$ cat src/rtl/sync_fifo_flex.sv
// sync_fifo_flex: single-clock FIFO for any depth >= 2, with a registered or
// fall-through output, occupancy count, level flags and sticky error flags.
module sync_fifo_flex #(
  parameter int DATA_WIDTH = 8,
  parameter int DEPTH      = 8,
  parameter int FWFT       = 0,
  parameter int AF_THRESH  = DEPTH - 1,
  parameter int AE_THRESH  = 1,
  localparam int CW        = $clog2(DEPTH + 1)
) (
  input  logic                  clk,
  input  logic                  reset,
  input  logic                  wr_en,
  input  logic [DATA_WIDTH-1:0] din,
  input  logic                  rd_en,
  output logic [DATA_WIDTH-1:0] dout,
  output logic                  dout_valid,
  output logic                  full,
  output logic                  empty,
  output logic                  almost_full,
  output logic                  almost_empty,
  output logic [CW-1:0]         count,
  output logic                  overflow,
  output logic                  underflow,
  input  logic                  clr_err
);

  localparam int PW = (DEPTH > 2) ? $clog2(DEPTH) : 1;

  if (DEPTH < 2) begin : g_bad_depth
    $error("sync_fifo_flex: DEPTH must be >= 2");
  end
  if (AF_THRESH < 1 || AF_THRESH > DEPTH) begin : g_bad_af
    $error("sync_fifo_flex: AF_THRESH out of range 1..DEPTH");
  end
  if (AE_THRESH < 0 || AE_THRESH > DEPTH - 1) begin : g_bad_ae
    $error("sync_fifo_flex: AE_THRESH out of range 0..DEPTH-1");
  end

  logic [DATA_WIDTH-1:0] r_mem [DEPTH];
  logic [PW-1:0]         r_wr_ptr;
  logic [PW-1:0]         r_rd_ptr;
  logic [CW-1:0]         r_cnt;
  logic                  r_ovf;
  logic                  r_udf;

  logic                  w_full;
  logic                  w_empty;
  logic                  w_rd_acc;
  logic                  w_wr_acc;
  logic [PW-1:0]         w_wr_ptr_nxt;
  logic [PW-1:0]         w_rd_ptr_nxt;
  logic [CW-1:0]         w_cnt_nxt;
  logic [DATA_WIDTH-1:0] w_dout;
  logic                  w_dv;

  assign w_full   = (r_cnt == CW'(DEPTH));
  assign w_empty  = (r_cnt == '0);
  assign w_rd_acc = rd_en & ~w_empty;
  // A full FIFO still takes a write when the same cycle frees a slot.
  assign w_wr_acc = wr_en & (~w_full | w_rd_acc);

  assign w_wr_ptr_nxt = (r_wr_ptr == PW'(DEPTH - 1)) ? '0 : r_wr_ptr + PW'(1);
  assign w_rd_ptr_nxt = (r_rd_ptr == PW'(DEPTH - 1)) ? '0 : r_rd_ptr + PW'(1);

  always_comb begin
    w_cnt_nxt = r_cnt;
    if (w_wr_acc && !w_rd_acc) begin
      w_cnt_nxt = r_cnt + CW'(1);
    end else if (w_rd_acc && !w_wr_acc) begin
      w_cnt_nxt = r_cnt - CW'(1);
    end
  end

  always_ff @(posedge clk) begin
    if (w_wr_acc) begin
      r_mem[r_wr_ptr] <= din;
    end
  end

  always_ff @(posedge clk or posedge reset) begin
    if (reset) begin
      r_wr_ptr <= '0;
      r_rd_ptr <= '0;
      r_cnt    <= '0;
      r_ovf    <= 1'b0;
      r_udf    <= 1'b0;
    end else begin
      if (w_wr_acc) r_wr_ptr <= w_wr_ptr_nxt;
      if (w_rd_acc) r_rd_ptr <= w_rd_ptr_nxt;
      r_cnt <= w_cnt_nxt;
      // A new error in the clearing cycle is kept.
      r_ovf <= (wr_en & ~w_wr_acc) | (r_ovf & ~clr_err);
      r_udf <= (rd_en & w_empty) | (r_udf & ~clr_err);
    end
  end

  if (FWFT != 0) begin : g_fwft
    assign w_dout = w_empty ? '0 : r_mem[r_rd_ptr];
    assign w_dv   = ~w_empty;
  end else begin : g_reg
    logic [DATA_WIDTH-1:0] r_dout;
    logic                  r_dv;
    always_ff @(posedge clk or posedge reset) begin
      if (reset) begin
        r_dout <= '0;
        r_dv   <= 1'b0;
      end else begin
        if (w_rd_acc) r_dout <= r_mem[r_rd_ptr];
        r_dv <= w_rd_acc;
      end
    end
    assign w_dout = r_dout;
    assign w_dv   = r_dv;
  end

  assign dout         = w_dout;
  assign dout_valid   = w_dv;
  assign full         = w_full;
  assign empty        = w_empty;
  assign almost_full  = (r_cnt >= CW'(AF_THRESH));
  assign almost_empty = (r_cnt <= CW'(AE_THRESH));
  assign count        = r_cnt;
  assign overflow     = r_ovf;
  assign underflow    = r_udf;

endmodule

$ cat config.mk
export PLATFORM = sky130hd
export DESIGN_NAME = sync_fifo_flex
export DESIGN_NICKNAME = d
export VERILOG_FILES = /design/src/rtl/sync_fifo_flex.sv
export SDC_FILE = /design/constraint.sdc
export NUM_CORES = 1
export LEC_CHECK = 0
export CORE_MARGIN = 4
export CORE_UTILIZATION = 57
export DETAILED_ROUTE_END_ITERATION = 12
export PLACE_DENSITY = 0.75
export SYNTH_ARGS = -nofsm -noshare
export SYNTH_HDL_FRONTEND = slang
export SYNTH_SLANG_ARGS = --single-unit
$ cat constraint.sdc
create_clock -name clk -period 2.6 [get_ports clk]
set_input_delay 0.39 -clock clk [delete_from_list [all_inputs] [get_ports clk]]
set_output_delay 0.39 -clock clk [all_outputs]
set_load 0.03 [all_outputs]
---- Word-level counts from Yosys, hierarchy flattened ----
Memories as Yosys holds them, arrays and structs flattened. A register that Yosys moved wholly into a read port is not among the register bits.
Index checks and enable logic that the tools add are counted.
operators by class
  add/subtract/negate cells ............... 4
  $lt $le $gt $ge ......................... 2
  equality and inequality tests ........... 3
  multiplexer cells ....................... 6
  bitwise logic cells ..................... 13
  reduce and logical (&&, ||, !) cells .... 6
operators by type and width
  cell                 number
  $mux 4               2
  $add 3x1->3 const B  2
  $and 1x1->1          6
  $eq 3x3->1 const B   2
  $mux 3               2
  $add 4x1->4 const B  1
  $eq 4x4->1 const B   1
  $ge 4x3->1 const B   1
  $le 4x1->1 const B   1
  $logic_not 4->1      1
  $not 1->1            4
  $sub 4x1->4 const B  1
  $or 1x1->1           3
  $logic_and 1x1->1    2
  $logic_not 1->1      2
  $mux 1               2
  $reduce_bool 2->1    1
storage, ports and cells
  flip-flop bits (word level) ............. 13
  RAM bits ................................ 64
  bits of input ports ..................... 13
  output and inout port bits .............. 19
  memories ................................ 1
memory list
  name   words  width  rd ports  clocked after memory_dff  wr ports  RTL line  source
  r_mem  8      8      1         1                         1         40        logic [DATA_WIDTH-1:0] r_mem [DEPTH];

---- Longest topological paths before layout ----
Gate-level depths: netlist of run 1.
  depth in word-level cells ............... 9
  mapped depth ............................ 9
  gate-level depth less buffers ........... 9

---- Least setup slack after synthesis of run 1 ----
Ideal clock, no wire load.
  kind .................................... flip-flop to flip-flop
  from .................................... register r_cnt[0] (netlist: count[0])
  to ...................................... register r_cnt[3] (netlist: count[3])
  setup time .............................. 0.081 ns
  data arrival time ....................... 2.371 ns
  path slack .............................. 0.148 ns
  stages on the path, launching flop included .. 10
  buffers on the path ..................... 1
  clock period less this slack ............ 2.452 ns
  path through ............................ dfrtp_1 > inv_1 > ha_1 > nor3b_1 > nand2b_4 > buf_2 > ha_1 > or4_1 > a21oi_2 > xor2_1
on the way
  longest elaborated chain between the ends .. 8
ends and longest elaborated chain
  element                             RTL line  source
  start, declared                     43        logic [CW-1:0] r_cnt;
  start signal, assigned              91        r_cnt <= w_cnt_nxt;
  $logic_not 4->1                     58        assign w_empty = (r_cnt == '0);
  $not 1->1                           59        assign w_rd_acc = rd_en & ~w_empty;
  $and 1x1->1                         59
  $or 1x1->1                          61        assign w_wr_acc = wr_en & (~w_full | w_rd_acc);
  $and 1x1->1                         61
  $logic_not 1->1                     70        end else if (w_rd_acc && !w_wr_acc) begin
  $logic_and 1x1->1                   70
  $reduce_bool 2->1 (no source line)  -
Several ways; a longest one is shown, not always the timed one. The select of a mux whose other input is x is not followed.
A chain may end at the register's enable or synchronous reset.

---- Worst setup path after layout of run 1 ----
  from .................................... register r_cnt[0] (netlist: count[0])
  to ...................................... output port full
on the way
  longest elaborated chain between the ends .. 1
ends and longest elaborated chain
  element        RTL line  source
  $eq 4x4->1     57        assign w_full = (r_cnt == CW'(DEPTH));
  end, declared  18        output logic full,
Every way passes these cells.

==> results of run 1 <==
-- metrics by stage --
| step | utilization | cells |
|---|---|---|
| 2_1_floorplan | - | 219 |
| 3_3_place_gp | 0.669 | 327 |
| 3_5_place_dp | 0.669 | 327 |
| 4_1_cts | 0.701 | 343 |
| 5_1_grt | 0.701 | 343 |
| 6_report | 0.701 | 343 |
-- path summary, 6_finish.rpt --
kind	end	slack [ns]	depth (start not counted)
worst max-delay path	full	0.20	5
worst min-delay path	r_rd_ptr[2]	0.39	3
worst max register to register	count[3]	0.30	9
worst min register to register	overflow	0.50	1
max in group asynchronous	dout[1]	1.98	3
min in group clk	overflow	0.50	1
-- cells by family (layout without fill, tap and decap cells) --
logic type / count (synthesis) / after routing
xor+xnor: 4 / 4
compound gates: 39 / 39
simple gates: 27 / 27
mux: 39 / 39
fa+ha+maj: 9 / 9
flops: 85 / 85
buf+inv: 16 / 65
-- routing by layer --
layer	global-route usage	up-vias	wire [um]
met1	0.272	1004	2990
met2	0.313	62	3380
met5	0	-	0
met3	0.0407	6	494
met4	0.0865	0	80
li1	-	927	-
-- sequential cells by signal, indices dropped and copies added, names as in the netlist --
signal	cells
r_mem	64
r_wr_ptr	3
overflow	1
count	4
dout_valid	1
r_rd_ptr	3
dout	8
underflow	1
-- worst max-delay path: stages, from the launching register on --
cell	delay (ns)
dfrtp_1	0.46
inv_1	0.11
ha_1	0.16
nand3b_1	0.16
inv_1	0.12
clkdlybuf4s50_1	0.67
-- Yosys cell counts --
master	n
a22o_1	9
nand4_1	1
o22ai_1	8
nand2_1	3
mux2_1	4
nor3_1	5
o211ai_1	1
a32o_1	1
buf_1	2
o21ai_0	9
nand2b_1	3
dfrtp_1	21
a21o_1	1
buf_2	1
nand2b_4	1
nor3b_1	1
nor2b_1	2
ha_1	9
mux2i_1	17
mux2_2	18
edfxtp_1	64
or4_1	1
xor2_1	3
inv_1	8
a21oi_2	1
nor4_1	1
o31ai_2	8
nor2_1	8
xnor2_1	1
clkbuf_1	1
buf_4	2
nand3b_1	1
o21ai_4	1
buf_6	2
-- power by group through the flow --
stage	clock (mW)	combinational (mW)	sequential (mW)
final	0.899	1.89	2.00
after global routing	0.990	2.03	2.04
after CTS	0.920	1.92	2.00
after detailed placement	0	1.90	2.03
after global placement	0	1.86	2.02
after floorplan	0	1.11	2.17
-- layout make-up --
cell class	count	area [sq um]
Sequential cell	85	2450
Fill cell	398	1790
Multi-Input combinational cell	118	1040
Timing Repair Buffer	41	395
Clock buffer	11	141
Tap cell	75	93.8
Clock inverter	5	51.3
Inverter	8	30.0
==> summary.md, run 1 <==
| Metric | Value |
|---|---|
| Clock buffer depth | `2` |
| GP Congestion | `0.721` |
| Tcrit/Tclk final | `0.922` |
| Mux contribution to synthesized area | `0.117` |
| Max Cap Violations | `0` |
| First-pass GRT wire length | `10.7 mm` |
| Pins Over Slew Limit | `0` |
| Simple-Gate Fraction of Synth Area | `0.0410` |
| RSZ-0062 raised after global routing | `no` |
| Worst slack, placed | `0.195 ns` |
| Leading cell type in the layout, fill and taps excluded | `edfxtp_1` |
| DRC | `0` |
| Final setup violation count | `0` |
| Flops & latches, synth | `85` |
| Area leader, netlist | `edfxtp_1` |
| Area Overhead vs Synth | `17.8%` |
| Worst Skew | `0.00825 ns` |
| Min Tclk post-route | `2.40 ns` |
| Setup bufs post-CTS | `0` |
| Status | `completed` |
| Ranking of synthesized cells by area | `edfxtp_1 54%, dfrtp_1 15%, mux2_2 5.7%` |
| Adder-cell share of the synthesized area | `0.0316` |
| Crit. End Element | `output pin` |
| Synth top area share | `0.539` |
| Syn nets | `241` |
| Initial Utilization | `0.595` |
| Setup ws final | `0.202 ns` |
| ANT nets after route | `0` |
| TritonCTS Buffers | `9` |
| Relative slew slack | `0.420` |
| Mean Syn Cell Area | `16.3 sq um` |
| I/O pins | `32` |
| Grt ovf | `0` |
| F_max | `417 MHz` |
| Final hold vios | `0` |
| Cell count after synthesis | `219` |
| PortBufs | `31` |
| Avg WL per Cell | `20.3 um` |
| Sw frac | `0.356` |
| Nets | `285` |
| Sequential share of power | `0.418` |
| Hold Path Class | `in2async` |
| Vias | `1,999` |
| Netlist Area Pre-Place | `0.00357 sq mm` |
| HPWL after detailed placement | `4.49 mm` |
| Share of layout cells above drive strength 1 | `0.205` |
| Clock-pin slew on the worst setup and hold paths | `0.08 ns` |
| Critical Path Source | `count[0]` |
| Die Y | `87.1 um` |
| Final Power | `4.79 mW` |
| Sink Count | `85` |
| Critical Path RT | `2.21 ns` |
| Largest net degree at the start of global routing | `22` |
| Core area | `0.00599 sq mm` |
| Clk_lat worst skew | `0.34 ns` |
| Vias in the first global route | `1,954` |
| P_leak | `1.57 nW` |
| Most frequent cells in the layout | `64 x edfxtp_1, 30 x clkdlybuf4s50_1, 21 x dfrtp_1` |
| Seq/Total Area, Yosys | `0.686` |
| R2r startpoint | `count[0]` |
| Initial antenna violation count | `0` |
| First DRT Iteration DRCs | `148` |
| Synth Area in XOR/XNOR | `0.00982` |
| Worst-path fanout max | `7` |
| Die area | `0.00759 sq mm` |
| Peak supply drop | `0.000706 V` |
| P_sw | `1.71 mW` |
| Hold_buf cts | `0` |
| Ant. Diodes | `0` |
| Die span in x | `87.1 um` |
| Pint | `3.09 mW` |
| Post-cts resize count | `0` |
| Rows | `28` |
| Clock root buffer | `clkbuf_8` |
| Placed cell area | `0.00401 sq mm` |
| H-tree levels | `3` |
| Comb pwr share | `0.394` |
| Crit start category | `register` |
| Aggregate global-route resource usage | `0.199` |
| Fin Hold WS | `0.388 ns` |
| CTS tree | `yes` |
| 1st-pass router iterations | `4` |
| Clock power frac | `0.187` |
| Cell variety after synth | `34` |
| Final WL | `6.95 mm` |
| Setup TNS | `0 ns` |
| Yosys warns | `0` |
| Fraction of the mapped netlist area in compound gates | `0.0908` |
| Power per cell area | `1140 mW/mm^2` |
| CP Data Arrival Time | `2.01 ns` |
| Largest family of logic cells by synthesized area | `multiplexers` |
| Slew @ Worst Pin | `0.866 ns` |
| CP Class | `reg2out` |
| Vias/cell | `5.83` |
| Fin area | `0.00420 sq mm` |
Power figures use the tool's default switching activity.
==> inputs of run 2 (changes only) <==
--- a/config.mk
+++ b/config.mk
@@ -5,7 +5,7 @@
 export SDC_FILE = /design/constraint.sdc
 export NUM_CORES = 1
 export LEC_CHECK = 0
-export CORE_MARGIN = 4
+export CORE_MARGIN = 1
 export CORE_UTILIZATION = 57
 export DETAILED_ROUTE_END_ITERATION = 12
 export PLACE_DENSITY = 0.75
==> summary.md, run 2 (synthesis results as in run 1) <==
| Metric | Value |
|---|---|
| Final WL | `6.98 mm` |
| P_leak | `1.63 nW` |
| Hold Path Class | `reg2reg` |
| Vias in the first global route | `2,016` |
| 1st-pass router iterations | `4` |
| First DRT Iteration DRCs | `150` |
| Ant. Diodes | `0` |
| Crit. End Element | `output pin` |
| Post-cts resize count | `0` |
| Reg2reg setup slack | `0.23 ns` |
| Register area | `0.00245 sq mm` |
| Nets | `292` |
| Aggregate global-route resource usage | `0.237` |
| Layout Utilization | `0.712` |
| Final hold vios | `0` |
| GP Congestion | `0.729` |
| CP Data Arrival Time | `1.98 ns` |
| Slew @ Worst Pin | `0.836 ns` |
| Hold_buf cts | `0` |
| Power per cell area | `1150 mW/mm^2` |
| Clk_lat worst skew | `0.35 ns` |
| Initial antenna violation count | `0` |
| Multi-input gate area | `0.00104 sq mm` |
| Grt ovf | `0` |
| First-pass GRT wire length | `10.7 mm` |
| Min Tclk post-route | `2.37 ns` |
| DRC | `0` |
| Fin Hold WS | `0.503 ns` |
| CTS tree | `yes` |
| Fill count | `382` |
| Leading cell type in the layout, fill and taps excluded | `edfxtp_1` |
| RSZ-0062 raised after global routing | `no` |
| Relative slew slack | `0.442` |
| Area Overhead vs Synth | `19.6%` |
| Tcrit/Tclk final | `0.912` |
| Most frequent cells in the layout | `64 x edfxtp_1, 29 x clkdlybuf4s50_1, 20 x dfrtp_1` |
| Setup bufs post-CTS | `0` |
| Sink Count | `85` |
| Clock-pin slew on the worst setup and hold paths | `0.09 ns` |
| Initial Utilization | `0.595` |
| Fin cells | `350` |
| I/O pins | `32` |
| Vias | `1,993` |
| Crit start category | `register` |
| Worst-path fanout max | `6` |
| Peak supply drop | `0.000684 V` |
| Max Cap Violations | `0` |
| Final setup violation count | `0` |
| Die Y | `81.1 um` |
| Die span in x | `81.1 um` |
| Core area | `0.00599 sq mm` |
| Max reg flops | `64` |
| Biggest register | `r_mem` |
| Largest net degree at the start of global routing | `23` |
| Clock buffer depth | `2` |
| Avg WL per Cell | `19.9 um` |
| Post-Place Cells | `334` |
| Status | `completed` |
| CP Class | `reg2out` |
| Rows | `28` |
| Share of layout cells above drive strength 1 | `0.233` |
| HPWL after detailed placement | `4.52 mm` |
| Setup TNS | `0 ns` |
| PortBufs | `31` |
| Critical Path RT | `2.21 ns` |
| H-tree levels | `3` |
| Worst Skew | `0.00725 ns` |
| TritonCTS Buffers | `9` |
| Clock root buffer | `clkbuf_8` |
| Die area | `0.00658 sq mm` |
| Vias/cell | `5.69` |
| Pins Over Slew Limit | `0` |
| F_max | `422 MHz` |
| ANT nets after route | `0` |
==> run 2: report_power, final <==
group          internal [mW]  switching, mW
registers               1.78          0.220
clock network          0.541          0.463
logic                  0.854           1.06
total                   3.17           1.74
==> run 2: per-layer routing <==
metal  vias up  track usage  part of all wire  wire length, um
li1        943            -                 -                -
met1       995        0.305              0.45             3140
met2        44        0.395              0.50             3460
met3        11       0.0393             0.035              247
met4         0        0.105             0.017              120
met5         -            0                 0                0
==> run 2: cell type report <==
| class | count | share of cell area |
|---|---|---|
| Sequential cell | 85 | 0.574 |
| Multi-Input combinational cell | 118 | 0.244 |
| Inverter | 8 | 0.00704 |
| Tap cell | 75 | 0.0220 |
| Clock buffer | 10 | 0.0299 |
| Clock inverter | 6 | 0.0205 |
| Timing Repair Buffer | 48 | 0.103 |
==> run 2: stage by stage <==
| stage | instance area, sq um | setup WS [ns] | total power [mW] |
|---|---|---|---|
| 3_5_place_dp | 4050 | 0.260 | 3.93 |
| 4_1_cts | 4260 | 0.148 | 4.94 |
| 5_1_grt | 4270 | 0.0233 | 5.15 |
| 3_3_place_gp | 4050 | 0.320 | 3.89 |
| 2_1_floorplan | 3570 | 0.148 | 3.28 |
| 6_report | 4270 | 0.229 | 4.92 |
==> run 2: path summary, 6_finish.rpt <==
check	endpoint	from	depth (start not counted)
setup / recovery	almost_empty	count[1]	5
hold / removal	overflow	overflow	1
setup reg to reg	count[3]	count[1]	9
hold reg to reg	overflow	overflow	1
max in group asynchronous	count[0]	reset	2
min in group asynchronous	underflow	reset	2
==> run 2: worst max-delay path, cell delays in order, from the launching register on <==
cell	delay, ns
dfrtp_1	0.44
inv_1	0.12
ha_1	0.19
nor2_1	0.05
nor3_1	0.13
clkdlybuf4s50_1	0.69
